==> config.mk <==
export PLATFORM = sky130hd
export DESIGN_NAME = mem_port_arbiter_flat
export DESIGN_NICKNAME = d
export VERILOG_FILES = /design/src/rtl/mem_port_arbiter_if.sv /design/src/rtl/mem_port_arbiter.sv /design/src/flat_wrapper.sv
export SDC_FILE = /design/constraint.sdc
export NUM_CORES = 1
export LEC_CHECK = 0
export CAP_MARGIN = 20
export CORE_AREA = 2 2 179 181
export CTS_BUF_LIST = sky130_fd_sc_hd__clkbuf_16
export CTS_CLUSTER_SIZE = 40
export DETAILED_ROUTE_END_ITERATION = 7
export DIE_AREA = 0 0 181 183
export GPL_TIMING_DRIVEN = 1
export MAX_ROUTING_LAYER = met4
export PLACE_DENSITY = 0.49
export SLEW_MARGIN = 10
export SYNTH_ARGS = -nofsm -noshare
export SYNTH_HDL_FRONTEND = slang
export SYNTH_SLANG_ARGS = --single-unit
==> constraint.sdc <==
create_clock -name clk -period 1.5 [get_ports clk]
set_input_delay 0.3 -clock clk [delete_from_list [all_inputs] [get_ports clk]]
set_output_delay 0.3 -clock clk [all_outputs]
set_load 0.02 [all_outputs]
==> src/rtl/mem_port_arbiter_if.sv <==
// Bus bundle for mem_port_arbiter: fetch port A, load/store port B and the shared memory port.
// slave is the arbiter's view; master is the requester/memory side.
interface mem_port_arbiter_if #(
  parameter int WORDSIZE = 64
);
  logic                a_req;
  logic [WORDSIZE-1:0] a_addr;
  logic                a_gnt;
  logic                a_rvalid;
  logic                b_req;
  logic [WORDSIZE-1:0] b_addr;
  logic                b_we;
  logic [WORDSIZE-1:0] b_wdata;
  logic                b_gnt;
  logic                b_rvalid;
  logic [WORDSIZE-1:0] rdata;
  logic                mem_req;
  logic [WORDSIZE-1:0] mem_addr;
  logic                mem_we;
  logic [WORDSIZE-1:0] mem_wdata;
  logic                mem_ready;
  logic                mem_rvalid;
  logic [WORDSIZE-1:0] mem_rdata;
  logic                busy;

  modport slave (
    input  a_req, a_addr, b_req, b_addr, b_we, b_wdata, mem_ready, mem_rvalid, mem_rdata,
    output a_gnt, a_rvalid, b_gnt, b_rvalid, rdata, mem_req, mem_addr, mem_we, mem_wdata, busy
  );

  modport master (
    output a_req, a_addr, b_req, b_addr, b_we, b_wdata, mem_ready, mem_rvalid, mem_rdata,
    input  a_gnt, a_rvalid, b_gnt, b_rvalid, rdata, mem_req, mem_addr, mem_we, mem_wdata, busy
  );
endinterface

==> src/rtl/mem_port_arbiter.sv <==
// Two-port (fetch A / LSU B) arbiter onto a single memory port, one transaction in flight.
// ARB_ROUND_ROBIN_EN selects round-robin on ties; otherwise B has fixed priority over A.
module mem_port_arbiter #(
  parameter int WORDSIZE = 64
) (
  input  logic               clk,
  input  logic               reset,
  mem_port_arbiter_if.slave  bus
);

  typedef enum logic [1:0] {IDLE, ISSUE, WAIT} state_e;

  state_e              state_q, state_d;
  logic                owner_q, owner_d;   // 1 = port B owns the transaction
  logic [WORDSIZE-1:0] addr_q, addr_d;
  logic [WORDSIZE-1:0] wdata_q, wdata_d;
  logic                we_q, we_d;
  logic                any_req, pick_b, grant, resp;

  assign any_req = bus.a_req | bus.b_req;

`ifdef ARB_ROUND_ROBIN_EN
  logic last_owner_q;

  // On a tie, whoever did not win the previous grant goes next.
  assign pick_b = bus.b_req & (~bus.a_req | ~last_owner_q);

  always_ff @(posedge clk) begin
    if (reset)      last_owner_q <= 1'b1;
    else if (grant) last_owner_q <= pick_b;
  end
`else
  assign pick_b = bus.b_req;
`endif

  assign grant = (state_q == IDLE) & any_req & ~reset;
  assign resp  = (state_q == WAIT) & bus.mem_rvalid & ~reset;

  always_ff @(posedge clk) begin
    if (reset) state_q <= IDLE;
    else       state_q <= state_d;
  end

  always_comb begin
    state_d = state_q;
    case (state_q)
      IDLE:    if (any_req)        state_d = ISSUE;
      ISSUE:   if (bus.mem_ready)  state_d = WAIT;
      WAIT:    if (bus.mem_rvalid) state_d = IDLE;
      default:                     state_d = IDLE;
    endcase
  end

  always_comb begin
    bus.a_gnt     = grant & ~pick_b;
    bus.b_gnt     = grant & pick_b;
    bus.a_rvalid  = resp & ~owner_q;
    bus.b_rvalid  = resp & owner_q;
    bus.rdata     = resp ? bus.mem_rdata : '0;
    bus.mem_req   = (state_q == ISSUE);
    bus.mem_addr  = addr_q;
    bus.mem_we    = we_q;
    bus.mem_wdata = wdata_q;
    bus.busy      = (state_q != IDLE);
  end

  // Request fields are captured once at grant and held for the whole transaction.
  always_comb begin
    owner_d = owner_q;
    addr_d  = addr_q;
    we_d    = we_q;
    wdata_d = wdata_q;
    if (grant) begin
      owner_d = pick_b;
      addr_d  = pick_b ? bus.b_addr : bus.a_addr;
      we_d    = pick_b & bus.b_we;
      wdata_d = pick_b ? bus.b_wdata : '0;
    end
  end

  always_ff @(posedge clk) begin
    if (reset) begin
      owner_q <= 1'b0;
      addr_q  <= '0;
      we_q    <= 1'b0;
      wdata_q <= '0;
    end else begin
      owner_q <= owner_d;
      addr_q  <= addr_d;
      we_q    <= we_d;
      wdata_q <= wdata_d;
    end
  end

endmodule

==> src/flat_wrapper.sv <==
// flat-port wrapper written by rule: the top's interface ports become plain ports
module mem_port_arbiter_flat 
#(
  parameter int WORDSIZE = 64
)
  (clk, reset, bus_a_req, bus_a_addr, bus_b_req, bus_b_addr, bus_b_we, bus_b_wdata, bus_mem_ready, bus_mem_rvalid, bus_mem_rdata, bus_a_gnt, bus_a_rvalid, bus_b_gnt, bus_b_rvalid, bus_rdata, bus_mem_req, bus_mem_addr, bus_mem_we, bus_mem_wdata, bus_busy);
  mem_port_arbiter_if #(.WORDSIZE(WORDSIZE)) bus_i ();
  input  logic clk;
  input  logic reset;
  input wire logic [$bits(bus_i.a_req)-1:0] bus_a_req;
  input wire logic [$bits(bus_i.a_addr)-1:0] bus_a_addr;
  input wire logic [$bits(bus_i.b_req)-1:0] bus_b_req;
  input wire logic [$bits(bus_i.b_addr)-1:0] bus_b_addr;
  input wire logic [$bits(bus_i.b_we)-1:0] bus_b_we;
  input wire logic [$bits(bus_i.b_wdata)-1:0] bus_b_wdata;
  input wire logic [$bits(bus_i.mem_ready)-1:0] bus_mem_ready;
  input wire logic [$bits(bus_i.mem_rvalid)-1:0] bus_mem_rvalid;
  input wire logic [$bits(bus_i.mem_rdata)-1:0] bus_mem_rdata;
  output wire logic [$bits(bus_i.a_gnt)-1:0] bus_a_gnt;
  output wire logic [$bits(bus_i.a_rvalid)-1:0] bus_a_rvalid;
  output wire logic [$bits(bus_i.b_gnt)-1:0] bus_b_gnt;
  output wire logic [$bits(bus_i.b_rvalid)-1:0] bus_b_rvalid;
  output wire logic [$bits(bus_i.rdata)-1:0] bus_rdata;
  output wire logic [$bits(bus_i.mem_req)-1:0] bus_mem_req;
  output wire logic [$bits(bus_i.mem_addr)-1:0] bus_mem_addr;
  output wire logic [$bits(bus_i.mem_we)-1:0] bus_mem_we;
  output wire logic [$bits(bus_i.mem_wdata)-1:0] bus_mem_wdata;
  output wire logic [$bits(bus_i.busy)-1:0] bus_busy;
  assign bus_i.a_req = bus_a_req;
  assign bus_i.a_addr = bus_a_addr;
  assign bus_i.b_req = bus_b_req;
  assign bus_i.b_addr = bus_b_addr;
  assign bus_i.b_we = bus_b_we;
  assign bus_i.b_wdata = bus_b_wdata;
  assign bus_i.mem_ready = bus_mem_ready;
  assign bus_i.mem_rvalid = bus_mem_rvalid;
  assign bus_i.mem_rdata = bus_mem_rdata;
  assign bus_a_gnt = bus_i.a_gnt;
  assign bus_a_rvalid = bus_i.a_rvalid;
  assign bus_b_gnt = bus_i.b_gnt;
  assign bus_b_rvalid = bus_i.b_rvalid;
  assign bus_rdata = bus_i.rdata;
  assign bus_mem_req = bus_i.mem_req;
  assign bus_mem_addr = bus_i.mem_addr;
  assign bus_mem_we = bus_i.mem_we;
  assign bus_mem_wdata = bus_i.mem_wdata;
  assign bus_busy = bus_i.busy;
  mem_port_arbiter #(.WORDSIZE(WORDSIZE)) u_core (.clk(clk), .reset(reset), .bus(bus_i));
endmodule
==> flow_summary.toml, run 1 <==
[clock_network]
root_buffer = "clkbuf_16"
holdBufCountCts = 0
cts_buffer_depth = 2
path_clk_slew_ps = 60
cts_sinks = 132
cts_made_buffers = 17
htreeDepth = 4
clk_latency_ps = 420
cts_tree = "done"

[setup_path]
rr_worst_depth = 9
critPathKind = "in2out"
end_kind = "output pin"
worstPathArrival_ps = 1590
timing.rr.start = "u_core.state_q[1]$_SDFFE_PP0P_"
cp.required_ps = 1200
start_kind = "input pin"
rr_endpoint = "u_core.bus.mem_addr[25]$_SDFFE_PP0P_"
critPathMaxFanout = 50
r2r_slack_ps = -140

[job]
cap_violations = 0

[logic_synthesis]
yosysTopAreaCellShare_pct = 48.4
synth_area_mm2 = 0.00546
synth.avg_cell_area_um2 = 9.49
ys_ff_latch = 132
synthCells = 575
synth_warnings = 0
synth_top_area_cell = "dfxtp_1"
yosysSeqAreaShare_pct = 48.4
syn_nets = 838
synth_area_leaders = "dfxtp_1 (48%), a22o_1 (18%), and2_1 (7.7%), nand2_1 (6.7%), mux2i_1 (5.5%)"
ys_types = 23

[floorplan]
ios = 462
rows = 65
dieArea_mm2 = 0.0331
die_x_um = 181
start_util_pct = 17.5
core_mm2 = 0.0312
die_h_um = 183

[run_status]
violations = "setup timing"
status = "complete, but fails checks"

[final_layout]
fillers = 3221
antenna_cells = 0
final_util_pct = 37.1
fin_area_mm2 = 0.0116
nNetsFinal = 1317
drive_gt1_share_pct = 20.9
multi_input_area_mm2 = 0.00264
areaGrowthSynthToFinish_pct = 113
seqCellArea_mm2 = 0.00265

[sta]
finalSetupViolations = 176
hold_violations = 0
max_freq_ghz = 0.529
rsz0062_at_grt = "yes"
maxSlewViolCount = 0
finalCritPeriodShare_pct = 126
postLayoutSetupSlackWorst_ps = -390
fin_tns_setup_ps = -32280
finalClockSkew_ps = 14.3
fin_crit_ps = 1890
worst_slew_pin_slew_ps = 474
max_slew_margin_pct = 68.1

[global_routing]
grt_max_degree = 51
track_usage_pct = 15.8
grt_pass1_wl_um = 38400
grt_pass1_vias = 6111
antenna_found_initial = 0
grt_remaining_overflow = 0

[pwr]
power_leakage_nw = 5.33
power_density_mw_per_mm2 = 971
peakVddDrop_mv = 0.689

[worst_hold_path]
hold_class = "in2reg"
holdPathEnd = "u_core.bus.mem_addr[0]$_SDFFE_PP0P_"
holdCritStartpoint = "bus_b_req"
holdPathStages = 4

[route]
ant_nets = 0
drt_iter0_drc = 202
wl_um = 27000
avgRoutedWirePerCell_um = 18.4
vias = 5978
drtPass1Iterations = 4
drc = 0
avgViaCountPerCell = 4.07

[placement]
gp_congestion = 0.771
hpwlAfterDp_um = 19700
post_dp_cell_area_mm2 = 0.0107
io_buffers = 461
-- final cells by class --
class                   count  area share (%)
flip-flops and latches    132            22.8
clock inverters            15            1.54
clock buffers              17            3.67
well taps                 402            4.34
repair buffers            515            44.8
inverters                   1          0.0324
multi-input cells         387            22.8
-- synthesized netlist by cell type --
cell type	n
dfxtp_1	132
a22o_1	114
nand2_1	98
and2_1	67
o21ai_0	49
mux2i_1	30
clkbuf_1	26
nand2b_1	15
buf_2	13
buf_4	11
nor2_1	4
a21o_1	2
buf_6	2
clkbuf_2	2
nor2b_1	2
a21oi_2	1
a22oi_1	1
and3b_1	1
and4bb_2	1
buf_1	1
inv_1	1
nor3_4	1
or2_1	1
-- worst max-delay path by stage --
| stage | from | end | slack (ps) | cells past startpoint |
|---|---|---|---|---|
| detailed placement | reset | bus_rdata[23] | -880 | 5 |
| floorplan | u_core.state_q[1]$_SDFFE_PP0P_ | bus_rdata[15] | -40 | 4 |
| CTS | u_core.state_q[0]$_SDFFE_PP0P_ | bus_rdata[41] | -420 | 4 |
| finish | bus_mem_rvalid | bus_rdata[63] | -390 | 5 |
| global placement | reset | bus_rdata[34] | -860 | 5 |
| global route | u_core.state_q[0]$_SDFFE_PP0P_ | bus_rdata[63] | -480 | 4 |
-- cell families (layout without fill, tap and decap cells) --
| kind of cell | after synthesis | count (layout) | share of synthesized area [%] |
|---|---|---|---|
| AOI/OAI and AO/OA | 167 | 167 | 23.4 |
| buffers and inverters | 56 | 548 | 5.23 |
| DFF | 132 | 132 | 48.4 |
| muxes | 30 | 30 | 5.50 |
| and+or+nand+nor | 190 | 190 | 17.5 |
-- cell usage in the layout (no fill, tap or decap), drive strengths merged, types with 2 or more instances in the layout --
cell type	count
nand2	98
a22o	114
dlygate4sd2	125
a21o	2
nand2b	15
clkdlybuf4s50	259
mux2i	30
clkinv	2
nor2b	2
dfxtp	132
buf	120
inv	10
clkinvlp	3
and2	67
clkbuf	25
o21ai	49
nor2	4
clkdlybuf4s15	2
-- sequential cells by signal, summed over array words and instances (netlist names) --
signal / flops
u_core.bus.mem_addr: 64
u_core.bus.mem_wdata: 64
u_core.owner_q: 1
u_core.bus.mem_we: 1
u_core.state_q: 2
-- per-layer routing --
layer  up-vias  share of wire, %  global-route usage [%]
met4         0              0.74                    3.19
met2       220                50                    27.0
met3        11               6.4                    4.53
met1      2769                43                    18.5
li1       2978                 -                       -
met5         -                 0                       -
-- stage by stage --
stage	hold WS [ps]	setup slack (ps)	power [mW]	cells
floorplan	433	-39.0	5.20	575
global placement	455	-861	6.94	1412
detailed placement	456	-876	6.93	1412
CTS	443	-425	11.3	1455
global route	455	-482	11.8	1469
finish	448	-390	11.3	1469
-- worst max-delay path: stages --
cell and delay (ps):
clkdlybuf4s50_1 490, and4bb_4 280, buf_12 190, and2_1 160, buf_4 140
-- report_power, final --
part | internal (mW) | total [mW] | switching, mW
registers | 3.83 | 3.99 | 0.161
clock network | 2.40 | 4.36 | 1.96
logic | 1.59 | 2.91 | 1.32
total | 7.82 | 11.3 | 3.44
-- what timing repair did --
action / 4_1_cts / 5_1_grt
endpoints found under the setup margin: 270 / 202
pin swaps: 2 / 22
cloned: 5 / 8
resized for setup: 521 / 46
buffers inserted: 6 / 7
Note: power is estimated with default switching activity, not from simulation.
==> run 2: changes to the inputs <==
==> constraint.sdc (replaced) <==
create_clock -name clk -period 1.5 [get_ports clk]
set_input_delay 0.3 -clock clk [delete_from_list [all_inputs] [get_ports clk]]
set_output_delay 0.3 -clock clk [all_outputs]
set_load 0.005 [all_outputs]
==> run 2 against run 1 <==
  * The flow still finishes with violations (setup timing)
  * Non-clock buffer count increased by 47
  * Clock power decreased by 4.6%
  * Register-to-register slack worse by 200 ps
  * Die area stayed put
  * First-iteration DRC count is 2.5% higher
  * Combinational power grew 2%
  * Design area increased by 9.0%
  * Hold slack got worse by 66 ps
  * Wire length up 8.9%
  * Critical path depth grew 2
  * Sequential share of layout area down 1.8 points
  * Total power decreased by 1.2%
  * Critical endpoint is now bus_rdata[35]
  * Largest cell class unchanged
==> flow_summary.toml, run 2 (synthesized netlist as in run 1, its figures left out) <==
[clock_network]
clk_latency_ps = 410
path_clk_slew_ps = 70
cts_buffer_depth = 2
cts_sinks = 132
cts_tree = "done"
htreeDepth = 4
root_buffer = "clkbuf_16"
cts_made_buffers = 17

[route]
avgViaCountPerCell = 4.14
avgRoutedWirePerCell_um = 19.4
drt_iter0_drc = 207
wl_um = 29400
vias = 6282
ant_nets = 0
drc = 0
drtPass1Iterations = 5

[run_status]
violations = "setup timing"
status = "complete, but fails checks"

[final_layout]
drive_gt1_share_pct = 24.4
areaGrowthSynthToFinish_pct = 132
nNetsFinal = 1364
finalNonFillerCells = 1516
seqCellArea_mm2 = 0.00266
final_common_cell = "clkdlybuf4s50_1"
fillers = 3112
antenna_cells = 0
layout_common_cells = "clkdlybuf4s50_1 (259), dlygate4sd2_1 (130), dfxtp_1 (118)"
multi_input_area_mm2 = 0.00268

[worst_hold_path]
holdCritStartpoint = "bus_b_req"
holdPathEnd = "u_core.bus.mem_addr[59]$_SDFFE_PP0P_"
hold_class = "in2reg"
holdPathStages = 5

[floorplan]
die_h_um = 183
start_util_pct = 17.5
die_x_um = 181
dieArea_mm2 = 0.0331
rows = 65
core_mm2 = 0.0312
ios = 462

[setup_path]
worstPathArrival_ps = 1750
r2r_slack_ps = -340
critPathMaxFanout = 5
critPathKind = "reg2out"
start_kind = "flip-flop"
cp.required_ps = 1200
end_kind = "output pin"
timing.rr.start = "u_core.state_q[1]$_SDFFE_PP0P_"
rr_worst_depth = 11
rr_endpoint = "u_core.bus.mem_wdata[47]$_SDFFE_PP0P_"

[global_routing]
grt_pass1_wl_um = 40800
grt_pass1_vias = 6570
grt_remaining_overflow = 0
grt_max_degree = 61
track_usage_pct = 17.0
antenna_found_initial = 0

[pwr]
p_total_mw = 11.1
peakVddDrop_mv = 0.709
power_leakage_nw = 5.78
power_density_mw_per_mm2 = 880

[sta]
finalClockSkew_ps = 8.91
maxSlewViolCount = 0
finalCritPeriodShare_pct = 137
rsz0062_at_grt = "yes"
fin_crit_ps = 2050
max_freq_ghz = 0.488
timing.hold.ws_ps = 382
hold_violations = 0
max_slew_margin_pct = 68.5
postLayoutSetupSlackWorst_ps = -549
finalSetupViolations = 201
worst_slew_pin_slew_ps = 472

[placement]
hpwlAfterDp_um = 18800
preCtsSetupSlack_ps = -811
io_buffers = 461
gp_congestion = 0.750
dp.cells = 1411

[job]
cap_violations = 0
## run 2: cell count changes in the layout (fill, tap and decap cells not counted), sizes merged
cell           delta
buf              +31
clkdlybuf4s15     +6
dlygate4sd2       +5
dlymetal6s2s      +1
clkinv            +1
clkbuf            +5
bufinv            -1
bufbuf            -1
## run 2: timing repair
| action | in CTS | in global routing |
|---|---|---|
| setup buffers | 32 | 22 |
| endpoints found under the setup margin | 330 | 201 |
| hold buffers | 0 | 0 |
| resized for setup | 545 | 64 |
| cloned | 29 | 15 |
| pin swaps | 71 | 90 |
## run 2: worst max-delay path by stage
| stage | start | to | cells after the start |
|---|---|---|---|
| 6_report | u_core.state_q[0]$_SDFFE_PP0P_ | bus_rdata[35] | 7 |
| 5_1_grt | u_core.state_q[0]$_SDFFE_PP0P_ | bus_rdata[35] | 7 |
| 4_1_cts | u_core.state_q[0]$_SDFFE_PP0P_ | bus_rdata[35] | 8 |
| 3_5_place_dp | reset | bus_rdata[18] | 5 |
| 3_3_place_gp | reset | bus_rdata[18] | 5 |
| 2_1_floorplan | u_core.state_q[1]$_SDFFE_PP0P_ | bus_rdata[15] | 4 |
## run 2: metrics by stage
| stage | area (um2) | utilization, % | setup TNS [ps] |
|---|---|---|---|
| floorplan | 5460 | - | 0 |
| global placement | 10600 | 33.9 | -112150 |
| detailed placement | 10600 | 33.9 | -117040 |
| CTS | 12400 | 39.8 | -62880 |
| global route | 12600 | 40.5 | -73000 |
| finish | 12600 | 40.5 | -59170 |
## run 2: layout make-up
type | instances | share of cell area [%]
multi-input cells | 387 | 21.2
clock inverters | 15 | 1.23
flip-flops and latches | 132 | 21.0
clock buffers | 17 | 3.37
well taps | 402 | 3.98
repair buffers | 562 | 49.2
inverters | 1 | 0.0297
## run 2: metal layers
layer	share of wire [%]	wire length [um]	global-route usage, %	vias up
met5	0	0	-	-
met4	1.7	500	4.10	0
met3	6.2	1810	4.43	28
met2	51	15100	30.1	271
met1	41	12000	19.2	2897
li1	-	-	-	3086
## run 2: critical path, stage by stage (launching register included)
cell      delay, ps
dfxtp_2         320
and4bb_4        350
buf_12          120
buf_8            90
buf_12          120
buf_16          110
and2_4          130
buf_6            80
## run 2: power breakdown
part	total (mW)	switching, mW	internal [mW]	leakage (nW)
combinational	2.97	1.07	1.90	4.41
clock	4.16	1.94	2.22	0.276
sequential	3.99	0.160	3.83	1.09
==> run 3: changes to the inputs <==
--- a/config.mk
+++ b/config.mk
@@ -5,16 +5,18 @@
 export SDC_FILE = /design/constraint.sdc
 export NUM_CORES = 1
 export LEC_CHECK = 0
+export ABC_AREA = 1
 export CAP_MARGIN = 20
-export CORE_AREA = 2 2 179 181
+export CORE_AREA = 2 2 182 184
 export CTS_BUF_LIST = sky130_fd_sc_hd__clkbuf_16
 export CTS_CLUSTER_SIZE = 40
 export DETAILED_ROUTE_END_ITERATION = 7
-export DIE_AREA = 0 0 181 183
+export DIE_AREA = 0 0 184 186
 export GPL_TIMING_DRIVEN = 1
 export MAX_ROUTING_LAYER = met4
-export PLACE_DENSITY = 0.49
+export PLACE_DENSITY = 0.5
 export SLEW_MARGIN = 10
 export SYNTH_ARGS = -nofsm -noshare
 export SYNTH_HDL_FRONTEND = slang
 export SYNTH_SLANG_ARGS = --single-unit
+export TNS_END_PERCENT = 5
==> constraint.sdc (replaced) <==
create_clock -name clk -period 2.2 [get_ports clk]
set_input_delay 0.44 -clock clk [delete_from_list [all_inputs] [get_ports clk]]
set_output_delay 0.44 -clock clk [all_outputs]
set_load 0.005 [all_outputs]
==> run 3 against run 2 <==
  * The run now ends clean
  * Combinational power down 45%
  * Sequential power down 33%
  * Setup slack better by 640 ps
  * Cell count up 18%
  * Sequential cell count unchanged
  * Non-clock buffer count down 78
  * Clock-buffer cell count unchanged
  * Total power down 35%
  * Register-to-register slack better by 1000 ps
  * Utilization down 4.6 points
  * Die area up 3.3%
  * Design area down 8.7%
==> flow_summary.toml, run 3 <==
[route]
avgRoutedWirePerCell_um = 16.1
avgViaCountPerCell = 4.13
ant_nets = 0
drt_iter0_drc = 228
met3_wirelength_um = 2620
drtPass1Iterations = 4
drc = 0
vias = 7408
met1_length_um = 11700
wl_um = 28900
top_layer_used = "met4"
met2_length_um = 14100

[floorplan]
core_mm2 = 0.0322
start_util_pct = 18.6
die_x_um = 184
die_h_um = 186
rows = 66
dieArea_mm2 = 0.0342
ios = 462

[logic_synthesis]
syn_nets = 1202
synth-async-reset-ratio_pct = 0
synth_commonest_cells = "nand2_1 (361), dfxtp_1 (132), nor2_1 (101)"
synth.avg_cell_area_um2 = 6.38
synth_edf_count = 0
synth_warnings = 0
synthCells = 939
synth_area_mm2 = 0.00599
synth_area_leaders = "dfxtp_1 (44%), nand2_1 (23%), nor2_1 (6.3%), nand3_1 (5.5%), o21ai_0 (5.3%)"
synth_top_area_cell = "dfxtp_1"
ys_ff_latch = 132
ys_types = 18
yosysMostFrequentCell = "nand2_1"
synth-main-ff-cell = "dfxtp_1"
yosysSeqAreaShare_pct = 44.1
yosysTopAreaCellShare_pct = 44.1

[global_routing]
grt_pass1_wl_um = 41700
grt_remaining_overflow = 0
antenna_found_initial = 4
grt_pass1_vias = 7112
grt_max_degree = 117
track_usage_pct = 16.6

[final_layout]
drive_gt1_share_pct = 5.42
finalNonFillerCells = 1795
layout_common_cells = "clkdlybuf4s50_1 (389), nand2_1 (361), dfxtp_1 (130)"
areaGrowthSynthToFinish_pct = 92.7
fin_area_mm2 = 0.0115
final_util_pct = 35.8
final_common_cell = "clkdlybuf4s50_1"
nNetsFinal = 1634

[pwr]
peakVddDrop_mv = 0.465
power_density_mw_per_mm2 = 624
power_leakage_nw = 5.25
p_total_mw = 7.20

[sta]
rsz0062_at_grt = "no"
finalCritPeriodShare_pct = 96.0
maxSlewViolCount = 0
hold_violations = 0
worst_slew_pin_slew_ps = 897
max_freq_ghz = 0.474
fin_tns_setup_ps = 0
max_slew_margin_pct = 40.2
fin_crit_ps = 2110
finalSetupViolations = 0
finalClockSkew_ps = 14.8

[placement]
gp_congestion = 0.783
io_buffers = 461
hpwlAfterDp_um = 21200
post_dp_cell_area_mm2 = 0.0110
dp.cells = 1757

[job]
cap_violations = 0

[setup_path]
end_kind = "output pin"
startpoint = "u_core.state_q[1]$_SDFFE_PP0P_"
critPathMaxFanout = 4
worstPathArrival_ps = 1670
start_kind = "flip-flop"
cp.required_ps = 1760
timing.rr.start = "u_core.state_q[0]$_SDFFE_PP0P_"
critPathKind = "reg2out"
rr_worst_depth = 7

[clock_network]
root_buffer = "clkbuf_16"
cts_buffer_depth = 2
cts_tree = "done"
cts_made_buffers = 17
path_clk_slew_ps = 60
htreeDepth = 4
clk_latency_ps = 420
cts_sinks = 132

[worst_hold_path]
holdCritStartpoint = "reset"
holdPathStages = 3
hold_class = "in2reg"

[run_status]
status = "finished clean"
run 3: final timing paths:
kind                                                to  slack (ps)
setup / recovery                              bus_busy          90
hold / removal          u_core.state_q[0]$_SDFFE_PP0P_         340
setup reg to reg  u_core.bus.mem_addr[31]$_SDFFE_PP0P_         670
hold reg to reg   u_core.bus.mem_addr[54]$_SDFFE_PP0P_         460
run 3: what timing repair did:
action	in CTS	in global routing
gates cloned	1	0
endpoints found under the hold margin	0	0
setup buffers	1	1
gates resized for setup	72	26
pin swaps	1	1
endpoints found under the setup margin	68	21
hold buffers	0	0
run 3: per-stage QoR:
stage | hold WS [ps] | worst slack, ps
6_report | 338 | 88.7
5_1_grt | 322 | 0.991
4_1_cts | 312 | -136
3_5_place_dp | 455 | -315
3_3_place_gp | 451 | -281
2_1_floorplan | 459 | 551
run 3: critical path, cell delays in order, from the launching register on:
cell and delay, ps:
dfxtp_2 370, nor2_4 50, buf_4 120, buf_4 120, inv_1 50, clkdlybuf4s50_1 550
run 3: cells by family after synthesis:
logic type             Yosys count  share of synthesized area, %
AOI/OAI and AO/OA              132                          11.2
buffers and inverters          144                          9.84
DFF                            132                          44.1
and+or+nand+nor                531                          34.8
run 3: layout make-up:
class | count | area [um2]
Inverter | 73 | 274
Antenna cell | 3 | 7.51
Sequential cell | 132 | 2650
Multi-Input combinational cell | 663 | 2770
Clock inverter | 15 | 154
Tap cell | 408 | 510
Clock buffer | 17 | 425
Fill cell | 3465 | 20700
Timing Repair Buffer | 484 | 4750
run 3: power by group:
| group | total, mW | switching [mW] | internal, mW |
|---|---|---|---|
| clock network | 2.91 | 1.23 | 1.68 |
| logic | 1.62 | 0.706 | 0.915 |
| registers | 2.67 | 0.0921 | 2.57 |
run 3: routing by layer:
metal,up-vias,track usage (%)
met3,25,5.89
met5,-,-
met1,3318,17.8
met4,0,4.58
met2,297,28.9
li1,3768,-
